**src/rtl/bullet_slot_scheduler.sv**
```systemverilog
// Bullet slot scheduler: allocates fire requests to free handler slots and
// sequences each slot's reset/wait/update controls from the frame tick.

module bullet_slot_fsm (
    input  logic clk,
    input  logic resetn,
    input  logic alloc,
    input  logic retire_req,
    input  logic update_tick,
    output logic slot_reset,
    output logic slot_wait,
    output logic slot_active,
    output logic slot_update
);
    typedef enum logic [1:0] {IDLE = 2'd0, LAUNCH = 2'd1, FLY = 2'd2} state_t;

    state_t state_q, state_d;
    logic   update_q, update_d;
    logic   retire;

    // Retire requests only count while flying; a stale reachtop in IDLE is ignored.
    assign retire = (state_q == FLY) && retire_req;

    always_comb begin
        state_d  = state_q;
        update_d = 1'b0;
        case (state_q)
            IDLE:    if (alloc) state_d = LAUNCH;
            LAUNCH:  state_d = FLY;
            FLY: begin
                if (retire) state_d = IDLE;
                update_d = update_tick && !retire;
            end
            default: state_d = IDLE;
        endcase
    end

    always_ff @(posedge clk or negedge resetn) begin
        if (!resetn) begin
            state_q  <= IDLE;
            update_q <= 1'b0;
        end else begin
            state_q  <= state_d;
            update_q <= update_d;
        end
    end

    assign slot_reset  = (state_q == IDLE);
    assign slot_wait   = (state_q == LAUNCH);
    assign slot_active = (state_q == LAUNCH) || (state_q == FLY);
    assign slot_update = update_q;
endmodule

module bullet_slot_scheduler #(
    parameter int NUM_SLOTS  = 4,
    parameter int COOLDOWN   = 8,
    parameter int UPDATE_DIV = 2
) (
    input  logic                 clk,
    input  logic                 resetn,
    input  logic                 fire,
    input  logic                 frameTick,
    input  logic [NUM_SLOTS-1:0] reachtop,
    input  logic [NUM_SLOTS-1:0] hit,
    output logic [NUM_SLOTS-1:0] slotReset,
    output logic [NUM_SLOTS-1:0] slotWait,
    output logic [NUM_SLOTS-1:0] slotUpdate,
    output logic [NUM_SLOTS-1:0] slotActive,
    output logic                 cooldownBusy,
    output logic [7:0]           shotCount
);
    localparam int CW = (COOLDOWN > 0) ? $clog2(COOLDOWN + 1) : 1;
    localparam int DW = (UPDATE_DIV > 1) ? $clog2(UPDATE_DIV) : 1;

    logic [CW-1:0]        cooldown_q, cooldown_d;
    logic [DW-1:0]        div_cnt_q, div_cnt_d;
    logic [7:0]           shot_count_q, shot_count_d;
    logic                 update_tick;
    logic                 accept;
    logic                 found;
    logic [NUM_SLOTS-1:0] alloc;

    assign update_tick = frameTick && (div_cnt_q == DW'(UPDATE_DIV - 1));
    assign accept      = fire && (cooldown_q == '0) && (|slotReset);

    // Lowest-indexed IDLE slot wins; uses registered state so a slot retiring
    // this cycle is not reallocated until it has spent a cycle in IDLE.
    always_comb begin
        alloc = '0;
        found = 1'b0;
        for (int i = 0; i < NUM_SLOTS; i++) begin
            if (!found && slotReset[i]) begin
                alloc[i] = accept;
                found    = 1'b1;
            end
        end
    end

    always_comb begin
        cooldown_d   = cooldown_q;
        div_cnt_d    = div_cnt_q;
        shot_count_d = shot_count_q;
        if (accept) begin
            cooldown_d   = CW'(COOLDOWN);
            shot_count_d = shot_count_q + 8'd1;
        end else if (frameTick && cooldown_q != '0) begin
            cooldown_d = cooldown_q - CW'(1);
        end
        if (frameTick) div_cnt_d = update_tick ? '0 : div_cnt_q + DW'(1);
    end

    always_ff @(posedge clk or negedge resetn) begin
        if (!resetn) begin
            cooldown_q   <= '0;
            div_cnt_q    <= '0;
            shot_count_q <= '0;
        end else begin
            cooldown_q   <= cooldown_d;
            div_cnt_q    <= div_cnt_d;
            shot_count_q <= shot_count_d;
        end
    end

    for (genvar i = 0; i < NUM_SLOTS; i++) begin : g_slot
        bullet_slot_fsm u_slot (
            .clk         (clk),
            .resetn      (resetn),
            .alloc       (alloc[i]),
            .retire_req  (reachtop[i] | hit[i]),
            .update_tick (update_tick),
            .slot_reset  (slotReset[i]),
            .slot_wait   (slotWait[i]),
            .slot_active (slotActive[i]),
            .slot_update (slotUpdate[i])
        );
    end

    assign cooldownBusy = (cooldown_q != '0);
    assign shotCount    = shot_count_q;
endmodule

```
**config.mk**
```make
export PLATFORM = sky130hd
export DESIGN_NAME = bullet_slot_scheduler
export DESIGN_NICKNAME = d
export VERILOG_FILES = /design/src/rtl/bullet_slot_scheduler.sv
export SDC_FILE = /design/constraint.sdc
export NUM_CORES = 1
export LEC_CHECK = 0
export BUFFER_PORTS_ARGS = -buffer_cell sky130_fd_sc_hd__buf_2
export CAP_MARGIN = 40
export CORE_MARGIN = 1
export CORE_UTILIZATION = 52
export CTS_BUF_LIST = sky130_fd_sc_hd__clkbuf_16
export CTS_CLUSTER_SIZE = 25
export DETAILED_ROUTE_END_ITERATION = 8
export PLACE_DENSITY = 0.82
export SLEW_MARGIN = 20
export SYNTH_ARGS = -nofsm -noshare
export SYNTH_HDL_FRONTEND = slang
export SYNTH_HIERARCHICAL = 1
export SYNTH_SLANG_ARGS = --single-unit
```
**constraint.sdc**
```tcl
create_clock -name clk -period 2.5 [get_ports clk]
set_input_delay 0.5 -clock clk [delete_from_list [all_inputs] [get_ports clk]]
set_output_delay 0.5 -clock clk [all_outputs]
set_load 0.01 [all_outputs]
```
Word level (Yosys, flattened, before mapping). Index checks and enable logic that the tools add are counted.

Register bits after elaboration: 25. Bits in latches: 0. RAM bits: 0. ROM bits: 0. Input port bits: 12. Logic and storage cells: 98. Memories: 0.

Add/sub/neg operators: 3. $mul: 0. Divide/modulo/power cells: 0. $lt $le $gt $ge: 0. Equality and inequality tests: 16. Shift operators: 0. Multiplexer cells: 26. Bitwise logic cells: 4. Reductions and logical operators: 38.

Operator list (count): 2-bit case mux with 3 select lines (4); 2-bit two-way mux (8); 2-bit by 1-bit inequality test with 1-bit output (second input constant) (8); 1-bit logical AND (15); 1-bit two-way mux (12); 8-bit by 1-bit adder with 8-bit output (second input constant) (1); 2-bit by 1-bit equality test with 1-bit output (second input constant) (4); 2-bit equality test (second input constant) (4); 2-bit logical NOT (4); 4-bit two-way mux (2); 2-bit AND reduction (4); 1-bit logical NOT (7); 4-bit logical NOT (1); 1-bit logical OR (4); 1-bit bitwise OR (4); 4-bit nonzero test (1); 4-bit OR reduction (1); 4-bit by 1-bit subtractor with 4-bit output (second input constant) (1); 2-bit nonzero test (1); 1-bit adder (second input constant) (1).

Depth between registers and ports, before layout.
Depth after elaboration: 13. Mapped depth: 8. Mapped depth without buffers: 7.

Hierarchy. The synthesis kept the hierarchy.

By module, submodules not included: bullet_slot_scheduler (instances 1, cells an instance 66, area an instance 739.5 sq um, seq. area each 325.3 sq um); bullet_slot_fsm (instances 4, cells an instance 15, area an instance 181.4 sq um, seq. area each 75.1 sq um).

Worst setup path before layout. No wires, ideal clock.

Path type: reg-to-reg. Start: register cooldown_q[0]. End: register g_slot[2].u_slot.state_q[1]. Data arrival time: 1.745 ns. Path slack: 0.629 ns. Cell stages (with the launch flop): 9. Path buffers: 1. Clock period less this slack: 1.871 ns. Cells stage by stage: dfrtp_1 -> inv_1 -> ha_1 -> nand4bb_4 -> buf_6 -> nor4b_1 -> inv_1 -> a21oi_2 -> mux2_4.

Longest elaborated chain between the ends: 6.

RTL lines: from (decl) (RTL line 75) `logic [CW-1:0] cooldown_q, cooldown_d;`; from (signal assigned) (RTL line 118) `cooldown_q <= cooldown_d;`; 4-bit logical NOT (RTL line 84) `assign accept = fire && (cooldown_q == '0) && (|slotReset);`; 1-bit logical AND (2 in a row) (RTL line 84); 1-bit two-way mux (RTL line 92) `if (!found && slotReset[i]) begin`; via alloc[2] (RTL line 81) `logic [NUM_SLOTS-1:0] alloc;`; 2-bit by 1-bit inequality test with 1-bit output (no line); 2-bit AND reduction (no line); to (signal assigned) (RTL line 43) `state_q <= state_d;`; to (decl) (RTL line 17) `state_t state_q, state_d;`.

The timed path passes the listed nets, and every way through them passes these cells. A chain may end at the register's enable or synchronous reset.

Worst setup path in the final report.
Start: register cooldown_q[0]. End: output cooldownBusy.

Longest elaborated chain between the ends: 1.

RTL lines: 4-bit nonzero test (RTL line 138) `assign cooldownBusy = (cooldown_q != '0);`; to (decl) (RTL line 69) `output logic cooldownBusy,`.

No other way between the ends.

==> results.sh <==
export IMPL_status="finished, final reports clean"
export IMPL_ir_worst_vdd_uv=709
export IMPL_path_cells="inv_1 > ha_1 > or3b_1 > buf_2"
export IMPL_dr_pass1_iters=4
export IMPL_synth_nets=152
export IMPL_cp_max_fo=4
export IMPL_startpoint_type="flop"
export IMPL_die_w_um=55.1
export IMPL_fmax_mhz=482
export IMPL_fp_coreArea_um2=2570
export IMPL_setup_worst_path_class="flop to output pin"
export IMPL_grt_max_degree=26
export IMPL_cts_tree="yes"
export IMPL_clk_pin_slew_ns=0.06
export IMPL_synth_cell_types=34
export IMPL_drv_slew=0
export IMPL_maxCapViolCount=0
export IMPL_diodes=0
export IMPL_min_period_ns=2.07
export IMPL_htreeDepth=1
export IMPL_yosysTopAreaCellShare_pct=42.7
export IMPL_cts_max_path_buffers=2
export IMPL_final_util_pct=68.2
export IMPL_routedWlPerCell_um=13.4
export IMPL_worstMarginPinSlew_ns=0.539
export IMPL_skew_ns=0.00256
export IMPL_worst_ep_arrival_time_ns=1.57
export IMPL_drc=0
export IMPL_die_area_um2=3030
export IMPL_post_cts_buffers=0
export IMPL_powerDensity_nw_per_um2=1050
export IMPL_synth_area_leaders="dfrtp_1 43%, ha_1 12%, mux2_4 5.1%"
export IMPL_clock_sinks=25
export IMPL_gp_congestion=0.826
export IMPL_holdCritPathClass="primary input to asynchronous set/reset pin"
export IMPL_clockRootBuffer="clkbuf_16"
export IMPL_place_hpwl_mm=2.03
export IMPL_fin_tns_setup_ns=0
export IMPL_fin_nets=192
export IMPL_grt_use_total_pct=19.7
export IMPL_hold_violations=0
export IMPL_grt_pass1_vias=973
export IMPL_numCtsBuffers=3
export IMPL_power_total_mw=1.83
export IMPL_rsz0062_at_grt="no"
export IMPL_maxSlewHeadroom_pct=64.1
export IMPL_first_iter_violations=7
export IMPL_grt_pass1_wl_mm=4.11
export IMPL_yosysTopAreaCell="dfrtp_1"
export IMPL_critPathSlowestCell="or3b_1"
export IMPL_antenna_found_initial=0
export IMPL_postCtsHoldBufs=0
export IMPL_viasPerCell=5.27
export IMPL_worst_slack_ns=0.426
export IMPL_endpoint_kind="output pin"
export IMPL_ctsResizeCount=0
export IMPL_synth_area_per_cell_um2=11.6
export IMPL_ys_warn_count=6
export IMPL_drive_above_1_share_pct=40.6
export IMPL_seq_area_frac_synth_pct=42.7
export IMPL_synth_area_um2=1470
export IMPL_synth_seq_cells=25
export IMPL_syn_inst=126
export IMPL_rows=18
export IMPL_syn2layout_area_growth_pct=19.6
export IMPL_vias=1028
export IMPL_initial_utilization_pct=57.1
export IMPL_die_h_um=55.1
export IMPL_overflow=0
export IMPL_clock_latency_ns=0.26
export IMPL_cellLeakagePower_nw=0.881
export IMPL_postRouteAntennaNets=0
export IMPL_dp_worst_setup_slack_ns=0.526
export IMPL_period_share_pct=83.0
export IMPL_routed_wl_mm=2.61
export IMPL_hold_slack_ns=0.221
export IMPL_cp_required_ns=2.00
export IMPL_setup_viol=0
export IMPL_numPortBuffers=36
export IMPL_io_pins=37
export IMPL_max_stage_delay_ns=0.43
## flip-flops by register name (all words and copies together), names as in the netlist
name	flops
shotCount	8
g_slot.u_slot/slot_update	4
div_cnt_q	1
cooldown_q	4
g_slot.u_slot/state_q	8
## where the power goes
part,switching [mW],internal (mW),total (mW)
registers,0.111,0.521,0.632
clock network,0.138,0.215,0.353
logic,0.445,0.401,0.846
total,0.693,1.14,1.83
## final timing paths
check,from,to,slack (ns),cells past startpoint
setup reg to reg,cooldown_q[0]$_DFFE_PN0P_,g_slot[2].u_slot/state_q[1]$_DFFE_PN0P_,0.51,7
setup / recovery,cooldown_q[0]$_DFFE_PN0P_,cooldownBusy,0.43,4
hold reg to reg,shotCount[7]$_DFFE_PN0P_,shotCount[7]$_DFFE_PN0P_,0.46,1
min in group clk,shotCount[7]$_DFFE_PN0P_,shotCount[7]$_DFFE_PN0P_,0.46,1
max in group asynchronous,resetn,cooldown_q[1]$_DFFE_PN0P_,1.92,1
hold / removal,resetn,g_slot[1].u_slot/slot_update$_DFF_PN0_,0.22,1
## per-layer routing
| metal | vias up | part of all wire [%] | global-route usage (%) |
|---|---|---|---|
| met5 | - | 0 | 0 |
| met4 | 0 | 1.6 | 10.0 |
| met3 | 5 | 4.4 | 4.64 |
| met2 | 32 | 49 | 32.5 |
| met1 | 487 | 45 | 23.8 |
| li1 | 504 | - | - |
## cell usage after synthesis, drive strengths merged
| master | count |
|---|---|
| dfrtp | 25 |
| inv | 16 |
| ha | 14 |
| xor2 | 8 |
| mux2 | 6 |
| and2 | 5 |
| nand3 | 5 |
| nor2b | 5 |
| nor4 | 5 |
| o21ai | 5 |
| a21oi | 4 |
| nor3 | 4 |
| o21a | 4 |
| or2 | 4 |
| nand2 | 3 |
| nor2 | 2 |
| a211o | 1 |
| buf | 1 |
| nand2b | 1 |
| nand4 | 1 |
| nand4bb | 1 |
| nor3b | 1 |
| nor4b | 1 |
| o22ai | 1 |
| o2bb2ai | 1 |
| or3b | 1 |
| or4b | 1 |
## critical path: cells and delay by family, from the launching register on
kind	cells	cell delay, ns
and+or+nand+nor	1	0.43
adders and majority gates	1	0.25
DFF	1	0.37
buffers and inverters	2	0.26
## placed cells by master (no fill, tap or decap), drive strengths merged
| cell | count |
|---|---|
| nor2 | 2 |
| o2bb2ai | 1 |
| clkbuf | 3 |
| o21ai | 5 |
| buf | 36 |
| nor4b | 1 |
| dfrtp | 25 |
| nor2b | 5 |
| nand4 | 1 |
| a21oi | 4 |
| or4b | 1 |
| nor4 | 5 |
| nand4bb | 1 |
| and2 | 5 |
| or2 | 4 |
| o22ai | 1 |
| o21a | 4 |
| mux2 | 6 |
| ha | 14 |
| inv | 16 |
| nand2 | 3 |
| clkinv | 1 |
| nand2b | 1 |
| nor3 | 4 |
| a211o | 1 |
| xor2 | 8 |
| nand3 | 5 |
| nor3b | 1 |
| or3b | 1 |
## metrics by stage
stage | instances | instance area [µm²]
after global placement | 191 | 1670
final | 195 | 1750
after global routing | 195 | 1750
after CTS | 195 | 1750
after detailed placement | 191 | 1670
after floorplan | 126 | 1470
## cell families after synthesis
logic type      after synthesis  share of synthesized area (%)
compound gates               16                           7.77
xor+xnor                      8                           4.78
fa+ha+maj                    14                           12.0
buf+inv                      17                           4.87
flops                        25                           42.7
mux                           6                           5.89
simple gates                 40                           22.0
## final cells by class
| type | instances | area, µm² |
|---|---|---|
| flip-flops and latches | 25 | 626 |
| clock inverters | 1 | 5.00 |
| well taps | 30 | 37.5 |
| multi-input cells | 84 | 768 |
| inverters | 16 | 60.1 |
| fillers | 195 | 816 |
| repair buffers | 36 | 180 |
| clock buffers | 3 | 75.1 |
Power figures use the tool's default switching activity.
